$ cat config.mk
export PLATFORM = sky130hd
export DESIGN_NAME = mem_wb_stage
export DESIGN_NICKNAME = d
export VERILOG_FILES = /design/src/rtl/mips_pkg.sv /design/src/rtl/load_align.sv /design/src/rtl/mem_wb_stage.sv
export SDC_FILE = /design/constraint.sdc
export NUM_CORES = 1
export LEC_CHECK = 0
export ABC_AREA = 0
export CAP_MARGIN = 5
export CORE_MARGIN = 2
export CORE_UTILIZATION = 43
export CTS_BUF_LIST = sky130_fd_sc_hd__clkbuf_4 sky130_fd_sc_hd__clkbuf_8 sky130_fd_sc_hd__clkbuf_16
export DETAILED_ROUTE_END_ITERATION = 6
export PLACE_DENSITY = 0.94
export SLEW_MARGIN = 20
export SYNTH_ARGS = -nofsm -noshare
export SYNTH_HDL_FRONTEND = slang
export SYNTH_HIERARCHICAL = 1
export SYNTH_SLANG_ARGS = --single-unit
$ cat constraint.sdc
create_clock -name clk -period 3.6 [get_ports clk]
set_input_delay 0.36 -clock clk [delete_from_list [all_inputs] [get_ports clk]]
set_output_delay 0.36 -clock clk [all_outputs]
set_load 0.01 [all_outputs]
$ cat src/rtl/mips_pkg.sv
// Shared MIPS core types and constants for the memory/write-back boundary.
package mips_pkg;

  localparam logic [1:0] LD_WORD  = 2'b00;
  localparam logic [1:0] LD_HALF  = 2'b01;
  localparam logic [1:0] LD_BYTE  = 2'b10;

  localparam logic [4:0] REG_ZERO = 5'd0;

  // Everything the write-back stage sees from the MEM/WB register.
  typedef struct packed {
    logic        valid;
    logic [31:0] pc;
    logic [31:0] mem;
    logic [31:0] alu;
    logic        isLd;
    logic        isCall;
    logic [4:0]  rd;
    logic        regwrite;
    logic        misalign;
    logic        flag_err;
  } mem_wb_t;

endpackage

$ cat src/rtl/load_align.sv
// Big-endian load formatter: lane select by byte offset, sign/zero extension,
// and alignment check. Purely combinational.
module load_align
  import mips_pkg::*;
(
  input  logic [31:0] raw,
  input  logic [1:0]  off,
  input  logic [1:0]  size,
  input  logic        ld_unsigned,
  output logic [31:0] data,
  output logic        misaligned
);

  logic [7:0]  b;
  logic [15:0] h;

  // Pick the addressed byte/half (offset 0 is the most significant lane)
  // then extend; the reserved size code behaves as a word load.
  always_comb begin
    data       = '0;
    misaligned = 1'b0;
    case (off)
      2'd0:    b = raw[31:24];
      2'd1:    b = raw[23:16];
      2'd2:    b = raw[15:8];
      default: b = raw[7:0];
    endcase
    h = off[1] ? raw[15:0] : raw[31:16];
    case (size)
      LD_BYTE: data = {{24{~ld_unsigned & b[7]}}, b};
      LD_HALF: begin
        data       = {{16{~ld_unsigned & h[15]}}, h};
        misaligned = off[0];
      end
      default: begin
        data       = raw;
        misaligned = (off != 2'd0);
      end
    endcase
  end

endmodule

$ cat src/rtl/mem_wb_stage.sv
// MEM/WB pipeline register: captures memory-stage results, formats load data,
// and qualifies the register-file write enable. One cycle, fully registered.
module mem_wb_stage
  import mips_pkg::*;
(
  input  logic        clk,
  input  logic        rst,
  input  logic        stall,
  input  logic        flush,
  input  logic        in_valid,
  input  logic [31:0] in_pc,
  input  logic [31:0] in_mem_raw,
  input  logic [31:0] in_alu,
  input  logic [1:0]  in_ld_size,
  input  logic        in_ld_unsigned,
  input  logic        in_isLd,
  input  logic        in_isCall,
  input  logic [4:0]  in_rd,
  input  logic        in_regwrite,
  output logic        out_valid,
  output logic [31:0] out_pc,
  output logic [31:0] out_mem,
  output logic [31:0] out_alu,
  output logic        out_isLd,
  output logic        out_isCall,
  output logic [4:0]  out_rd,
  output logic        out_regwrite,
  output logic        misalign,
  output logic        flag_err
);

  logic [31:0] ld_data;
  logic        ld_mis;
  mem_wb_t     nxt;
  mem_wb_t     r;

  load_align u_align (
    .raw         (in_mem_raw),
    .off         (in_alu[1:0]),
    .size        (in_ld_size),
    .ld_unsigned (in_ld_unsigned),
    .data        (ld_data),
    .misaligned  (ld_mis)
  );

  // Entry to capture: a bubble when nothing valid arrives, otherwise the
  // qualified fields. Illegal flag combos and misaligned loads never write.
  always_comb begin
    nxt = '0;
    if (in_valid) begin
      nxt.valid    = 1'b1;
      nxt.pc       = in_pc;
      nxt.alu      = in_alu;
      nxt.rd       = in_rd;
      nxt.misalign = in_isLd & ld_mis;
      nxt.flag_err = in_isLd & in_isCall;
      nxt.isLd     = in_isLd   & ~nxt.flag_err;
      nxt.isCall   = in_isCall & ~nxt.flag_err;
      nxt.mem      = (in_isLd & ~nxt.misalign) ? ld_data : 32'd0;
      nxt.regwrite = in_regwrite & (in_rd != REG_ZERO)
                   & ~nxt.misalign & ~nxt.flag_err;
    end
  end

  // Register update with priority rst > flush > stall > capture.
  always_ff @(posedge clk) begin
    if (rst)        r <= '0;
    else if (flush) r <= '0;
    else if (!stall) r <= nxt;
  end

  assign out_valid    = r.valid;
  assign out_pc       = r.pc;
  assign out_mem      = r.mem;
  assign out_alu      = r.alu;
  assign out_isLd     = r.isLd;
  assign out_isCall   = r.isCall;
  assign out_rd       = r.rd;
  assign out_regwrite = r.regwrite;
  assign misalign     = r.misalign;
  assign flag_err     = r.flag_err;

endmodule

==> results_dict.tcl, run 1 <==
set metrics [dict create \
    fp.dieW_um 105 \
    vdd_drop_max_mv 0.262 \
    p_leak_nw 2.42 \
    drv_cap 0 \
    final_hold_viol_count 0 \
    final_cells 812 \
    syn_to_final_growth_pct 54.0 \
    worstSetupPathType "input pin to flop" \
    fmax_ghz 0.394 \
    max_stage_delay_ns 0.66 \
    worst_path_most_repeated_cell "nand3_1" \
    worstMarginPinSlew_ns 0.971 \
    clockPowerShare 0.311 \
    p_sw_w 0.000639 \
    ys_seq_area_frac 0.492 \
    syn-num-nets 600 \
    ys_types 29 \
    slew_headroom 0.351 \
    h-tree-depth 3 \
    hp-start "misalign" \
    final_nets 788 \
    start_kind "input pin" \
    cts_resized 0 \
    cts_root_buf "clkbuf_8" \
    cp.arrival_ns 2.84 \
    synth_top_cell_area_share 0.492 \
    portBuffers 218 \
    initial_utilization 0.443 \
    rrSetupSlack_ns 2.55 \
    syn_area_sq_mm 0.00435 \
    cts_buffers 9 \
    grt_setup_unrepaired "no" \
    first_pass_iters 7 \
    grt_usage 0.246 \
    vias 4472 \
    grt_start_max_net_pins 108 \
    cp_max_fo 16 \
    r2r-end "out_regwrite" \
    hold_path.class "flop to flop" \
    ios 219 \
    cts_tree "yes" \
    r2r_cells 3 \
    critical_path.cell_chain "clkdlybuf4s50_1, inv_1, ha_1, nor2b_1, nand3_1, nand3_1, a22oi_1, nor2_1" \
    setup-tns-final_ns 0 \
    cp.required_ns 3.90 \
    setup_ws_ns 1.06 \
    slew_violations 0 \
    routed_wl_mm 14.1 \
    clkLatencyLatePin_ns 0.37 \
    rows 36 \
    drc_errors 0 \
    synth.top_cells.by_area "dfxtp_1 (49%), a22oi_1 (17%), nor2_1 (9.3%)" \
    period_share 0.706 \
    cp_slowest_cell "nand3_1" \
    end_kind "flop" \
    synthCells 486 \
    yosysWarnings 6 \
    drt_first_iter_violations 261 \
    antenna_found_initial 0 \
    gp_congestion 0.899 \
    avgRoutedWirePerCell_um 17.4 \
    finClkSkew_ns 0 \
    syn-mean-instance-area_sq_um 8.96 \
    dp_cells 795 \
    yosysTopAreaCell "dfxtp_1" \
    layout-drive-gt1-share 0.0545 \
    die_area_sq_mm 0.0109 \
    antennaDiodeCount 0 \
    fill_cells 786 \
    fin_crit_ns 2.54 \
    cts.clk_slew.worst_paths_ns 0.10 \
    synth_edf_count 0 \
    clock_path_buffers 2 \
    vias_per_cell 5.51 \
    async_flop_share 0 \
    grt_pass1_vias 4479 \
    place_ws_ns 0.665 \
    die_h_um 105 \
    cts.sinks 107 \
    finalSetupViolations 0 \
    grt-ovfl-total 0 \
    grt_pass1_wl_mm 21.9 \
    synthFlopType "dfxtp_1" \
    drtAntennaViolNets 0 \
    whs_endpoint "misalign" \
    dp_hpwl_mm 10.2 \
    cts_hold_buf 0 \
    status "finished, final reports clean" \
    p_int_w 0.00171 \
    post_cts_buffers 0 \
    core_sq_mm 0.00982 \
    comb_power_share 0.172 \
    hold_depth 2 \
    rr_startpoint "out_regwrite" \
    power_frac_seq 0.517 \
    ys_ff_latch 107 \
    switching_share 0.273 \
    p_per_area_mw_per_mm2 350 \
    final_util 0.683 \
]
==> power groups by stage <==
stage	registers, W	logic (W)	clock network [W]
3_5_place_dp	0.00124	0.000395	0
4_1_cts	0.00121	0.000397	0.000749
2_1_floorplan	0.00125	0.000186	0
6_report	0.00121	0.000403	0.000729
5_1_grt	0.00122	0.000432	0.000790
3_3_place_gp	0.00124	0.000386	0
==> state kept, by name, summed over array words and instances, names as in the netlist <==
| signal | cells |
|---|---|
| out_isCall | 1 |
| out_rd | 5 |
| out_valid | 1 |
| flag_err | 1 |
| out_isLd | 1 |
| out_mem | 32 |
| out_pc | 32 |
| out_alu | 32 |
| misalign | 1 |
| out_regwrite | 1 |
==> metrics by stage <==
| step | total power [W] | area [sq um] | hold slack [ns] |
|---|---|---|---|
| 5_1_grt | 0.00244 | 6700 | 0.503 |
| 3_3_place_gp | 0.00163 | 6480 | 0.451 |
| 2_1_floorplan | 0.00143 | 4350 | 0.481 |
| 6_report | 0.00235 | 6700 | 0.468 |
| 4_1_cts | 0.00236 | 6680 | 0.472 |
| 3_5_place_dp | 0.00164 | 6480 | 0.456 |
==> per-layer routing <==
layer,share of wire,up-vias,global-route usage
li1,-,2114,-
met1,0.39,2090,0.280
met2,0.50,236,0.431
met3,0.088,32,0.0774
met4,0.026,0,0.0924
met5,0,-,0
==> cell type report <==
type                       instances  area, sq um  area share
tap                              133          166      0.0248
timing repair buffer             223         2230       0.333
sequential                       107         2140       0.320
multi-input combinational        320         1910       0.285
inverter                          13         48.8     0.00728
clock inverter                     6         67.6      0.0101
clock buffer                      10          138      0.0205
==> worst max path at each step <==
stage	from	endpoint
finish	in_ld_size[0]	out_mem[29]
global placement	in_ld_size[0]	out_mem[25]
floorplan	in_ld_size[0]	out_mem[10]
CTS	in_ld_size[1]	out_mem[5]
detailed placement	in_ld_size[1]	out_mem[22]
global route	in_ld_size[0]	out_mem[29]
==> cell usage after synthesis, types with 2 or more instances <==
cell type,count
buf_4,6
nor2b_1,10
nand2_1,19
ha_1,2
inv_1,13
a22oi_1,101
buf_6,5
mux2_2,8
buf_2,22
o22ai_1,7
nand3_1,18
a21oi_1,22
dfxtp_1,107
nor2_1,108
nand4b_1,2
a32oi_1,11
clkbuf_1,13
==> cells in the final DEF, fill, tap and decap left out <==
master / synthesis / final
a211o_1: 1 / 1
a21o_1: 1 / 1
a21oi_1: 22 / 22
a22oi_1: 101 / 101
a32oi_1: 11 / 11
a32oi_2: 1 / 1
a32oi_4: 1 / 1
and3b_1: 1 / 1
and4bb_2: 1 / 2
buf_12: 0 / 1
buf_4: 6 / 5
clkbuf_8: 0 / 10
clkdlybuf4s50_1: 0 / 217
clkinv_4: 0 / 2
clkinv_8: 0 / 2
dfxtp_1: 107 / 107
ha_1: 2 / 2
inv_1: 13 / 13
inv_6: 0 / 2
mux2_2: 8 / 8
mux2_4: 1 / 1
nand2_1: 19 / 19
nand3_1: 18 / 18
nand4b_1: 2 / 2
nor2_1: 108 / 108
nor2b_1: 10 / 9
nor2b_4: 0 / 1
nor3_1: 1 / 1
nor4_1: 1 / 1
o21ai_0: 1 / 1
o22ai_1: 7 / 7
or2_4: 0 / 1
==> critical path: cells and delay by family <==
family                   cells  cell delay [ns]
adder cells (fa/ha/maj)      1             0.21
AND/OR/NAND/NOR              4             1.68
AO/OA/AOI/OAI                1             0.09
buffers and inverters        2             0.50
==> cell families after synthesis <==
logic type | Yosys count | share of synthesized area
AOI/OAI and AO/OA | 146 | 0.247
and+or+nand+nor | 163 | 0.160
buffers and inverters | 59 | 0.0710
adders and majority gates | 2 | 0.00575
muxes | 9 | 0.0241
DFF | 107 | 0.492
(Power assumes the default switching activity.)
==> inputs of run 2 (changes only) <==
--- a/config.mk
+++ b/config.mk
@@ -8,10 +8,10 @@
 export ABC_AREA = 0
 export CAP_MARGIN = 5
 export CORE_MARGIN = 2
-export CORE_UTILIZATION = 43
+export CORE_UTILIZATION = 40
 export CTS_BUF_LIST = sky130_fd_sc_hd__clkbuf_4 sky130_fd_sc_hd__clkbuf_8 sky130_fd_sc_hd__clkbuf_16
 export DETAILED_ROUTE_END_ITERATION = 6
-export PLACE_DENSITY = 0.94
+export PLACE_DENSITY = 0.89
 export SLEW_MARGIN = 20
 export SYNTH_ARGS = -nofsm -noshare
 export SYNTH_HDL_FRONTEND = slang
==> constraint.sdc (replaced) <==
create_clock -name clk -period 2.5 [get_ports clk]
set_input_delay 0.25 -clock clk [delete_from_list [all_inputs] [get_ports clk]]
set_output_delay 0.25 -clock clk [all_outputs]
set_load 0.01 [all_outputs]
==> results_dict.tcl, run 2 (synthesized netlist as in run 1, its figures left out) <==
set metrics [dict create \
    status "finished, final reports clean" \
    drv_cap 0 \
    finalSetupViolations 0 \
    fill_cells 911 \
    cts_resized 0 \
    first_pass_iters 5 \
    grt_start_max_net_pins 62 \
    period_share 0.812 \
    cts_root_buf "clkbuf_8" \
    drt_first_iter_violations 303 \
    rrSetupSlack_ns 1.44 \
    mostFrequentLayoutCells "clkdlybuf4s50_1 (217), nor2_1 (108), dfxtp_1 (107), a22oi_1 (101), a21oi_1 (22)" \
    cts_buffers 9 \
    grt_usage 0.222 \
    clock_path_buffers 2 \
    fin_area_sq_mm 0.00678 \
    drtAntennaViolNets 0 \
    cp.required_ns 2.80 \
    post_cts_buffers 0 \
    portBuffers 218 \
    cts_hold_buf 0 \
    antenna_found_initial 0 \
    clkLatencyLatePin_ns 0.35 \
    final_common_cell "clkdlybuf4s50_1" \
    placed_area_sq_mm 0.00660 \
    grt-ovfl-total 0 \
    vias 4544 \
    hold_path.class "input pin to flop" \
    cts.sinks 107 \
    final_nets 797 \
    routed_wl_mm 13.5 \
    cp.arrival_ns 2.33 \
    start_kind "input pin" \
    worstSetupPathType "input pin to flop" \
    cts.clk_slew.worst_paths_ns 0.11 \
    setup-tns-final_ns 0 \
    die_h_um 108 \
    final_hold_viol_count 0 \
    rows 38 \
    fmax_ghz 0.493 \
    end_kind "flop" \
    core_sq_mm 0.0107 \
    seq_area_sq_mm 0.00214 \
    multi_input_area_sq_mm 0.00191 \
    worstMarginPinSlew_ns 0.699 \
    layout-drive-gt1-share 0.0654 \
    dp_hpwl_mm 9.89 \
    grt_pass1_wl_mm 21.0 \
    drc_errors 0 \
    p_total_w 0.00334 \
    antennaDiodeCount 0 \
    fin_crit_ns 2.03 \
    gp_congestion 0.959 \
    avgRoutedWirePerCell_um 16.3 \
    grt_setup_unrepaired "no" \
    syn_to_final_growth_pct 55.8 \
    grt_pass1_vias 4476 \
    fp.dieW_um 108 \
    p_leak_nw 2.45 \
    cp_max_fo 10 \
    die_area_sq_mm 0.0117 \
    h-tree-depth 3 \
    vias_per_cell 5.49 \
    finClkSkew_ns 0 \
    ios 219 \
    slew_headroom 0.533 \
    slew_violations 0 \
    initial_utilization 0.405 \
    vdd_drop_max_mv 0.258 \
    cts_tree "yes" \
    p_per_area_mw_per_mm2 492 \
]
[run 2: layer usage]
layer,share of wire,wire length [um],global-route usage,up-vias
met3,0.094,1260,0.0597,30
met2,0.50,6710,0.388,228
met1,0.38,5190,0.259,2155
met5,0,0,0,-
li1,-,-,-,2131
met4,0.024,317,0.0861,0
[run 2: where the power goes]
| part | total [W] | switching (W) | internal, W |
|---|---|---|---|
| clock network | 0.000996 | 0.000616 | 0.000380 |
| logic | 0.000594 | 0.000273 | 0.000321 |
| registers | 0.00175 | 0.0000153 | 0.00173 |
[run 2: cell type report]
class                   count  area share
flip-flops and latches    107       0.316
well taps                 140      0.0258
clock buffers               9      0.0183
clock inverters             7     0.00885
inverters                  13     0.00719
repair buffers            232       0.342
multi-input cells         320       0.282
[run 2: path summary, 6_finish.rpt]
check,startpoint,end,cells past startpoint
hold / removal,stall,misalign,3
setup / recovery,in_ld_size[1],out_mem[14],7
setup reg to reg,out_regwrite,out_regwrite,3
hold reg to reg,misalign,misalign,2
[run 2: worst max-delay path: stages]
cell,delay [ns]
clkdlybuf4s50_1,0.49
ha_1,0.23
nor2b_1,0.60
a32oi_2,0.34
a21oi_1,0.20
a22oi_1,0.09
nor2_1,0.14
[run 2: metrics by stage]
stage	cells	setup WS [ns]	utilization	hold slack [ns]
after floorplan	486	0.519	-	0.394
after global placement	812	0.220	0.614	0.450
after detailed placement	812	0.120	0.614	0.456
after CTS	828	0.538	0.631	0.412
after global routing	828	0.395	0.631	0.467
final	828	0.470	0.631	0.444
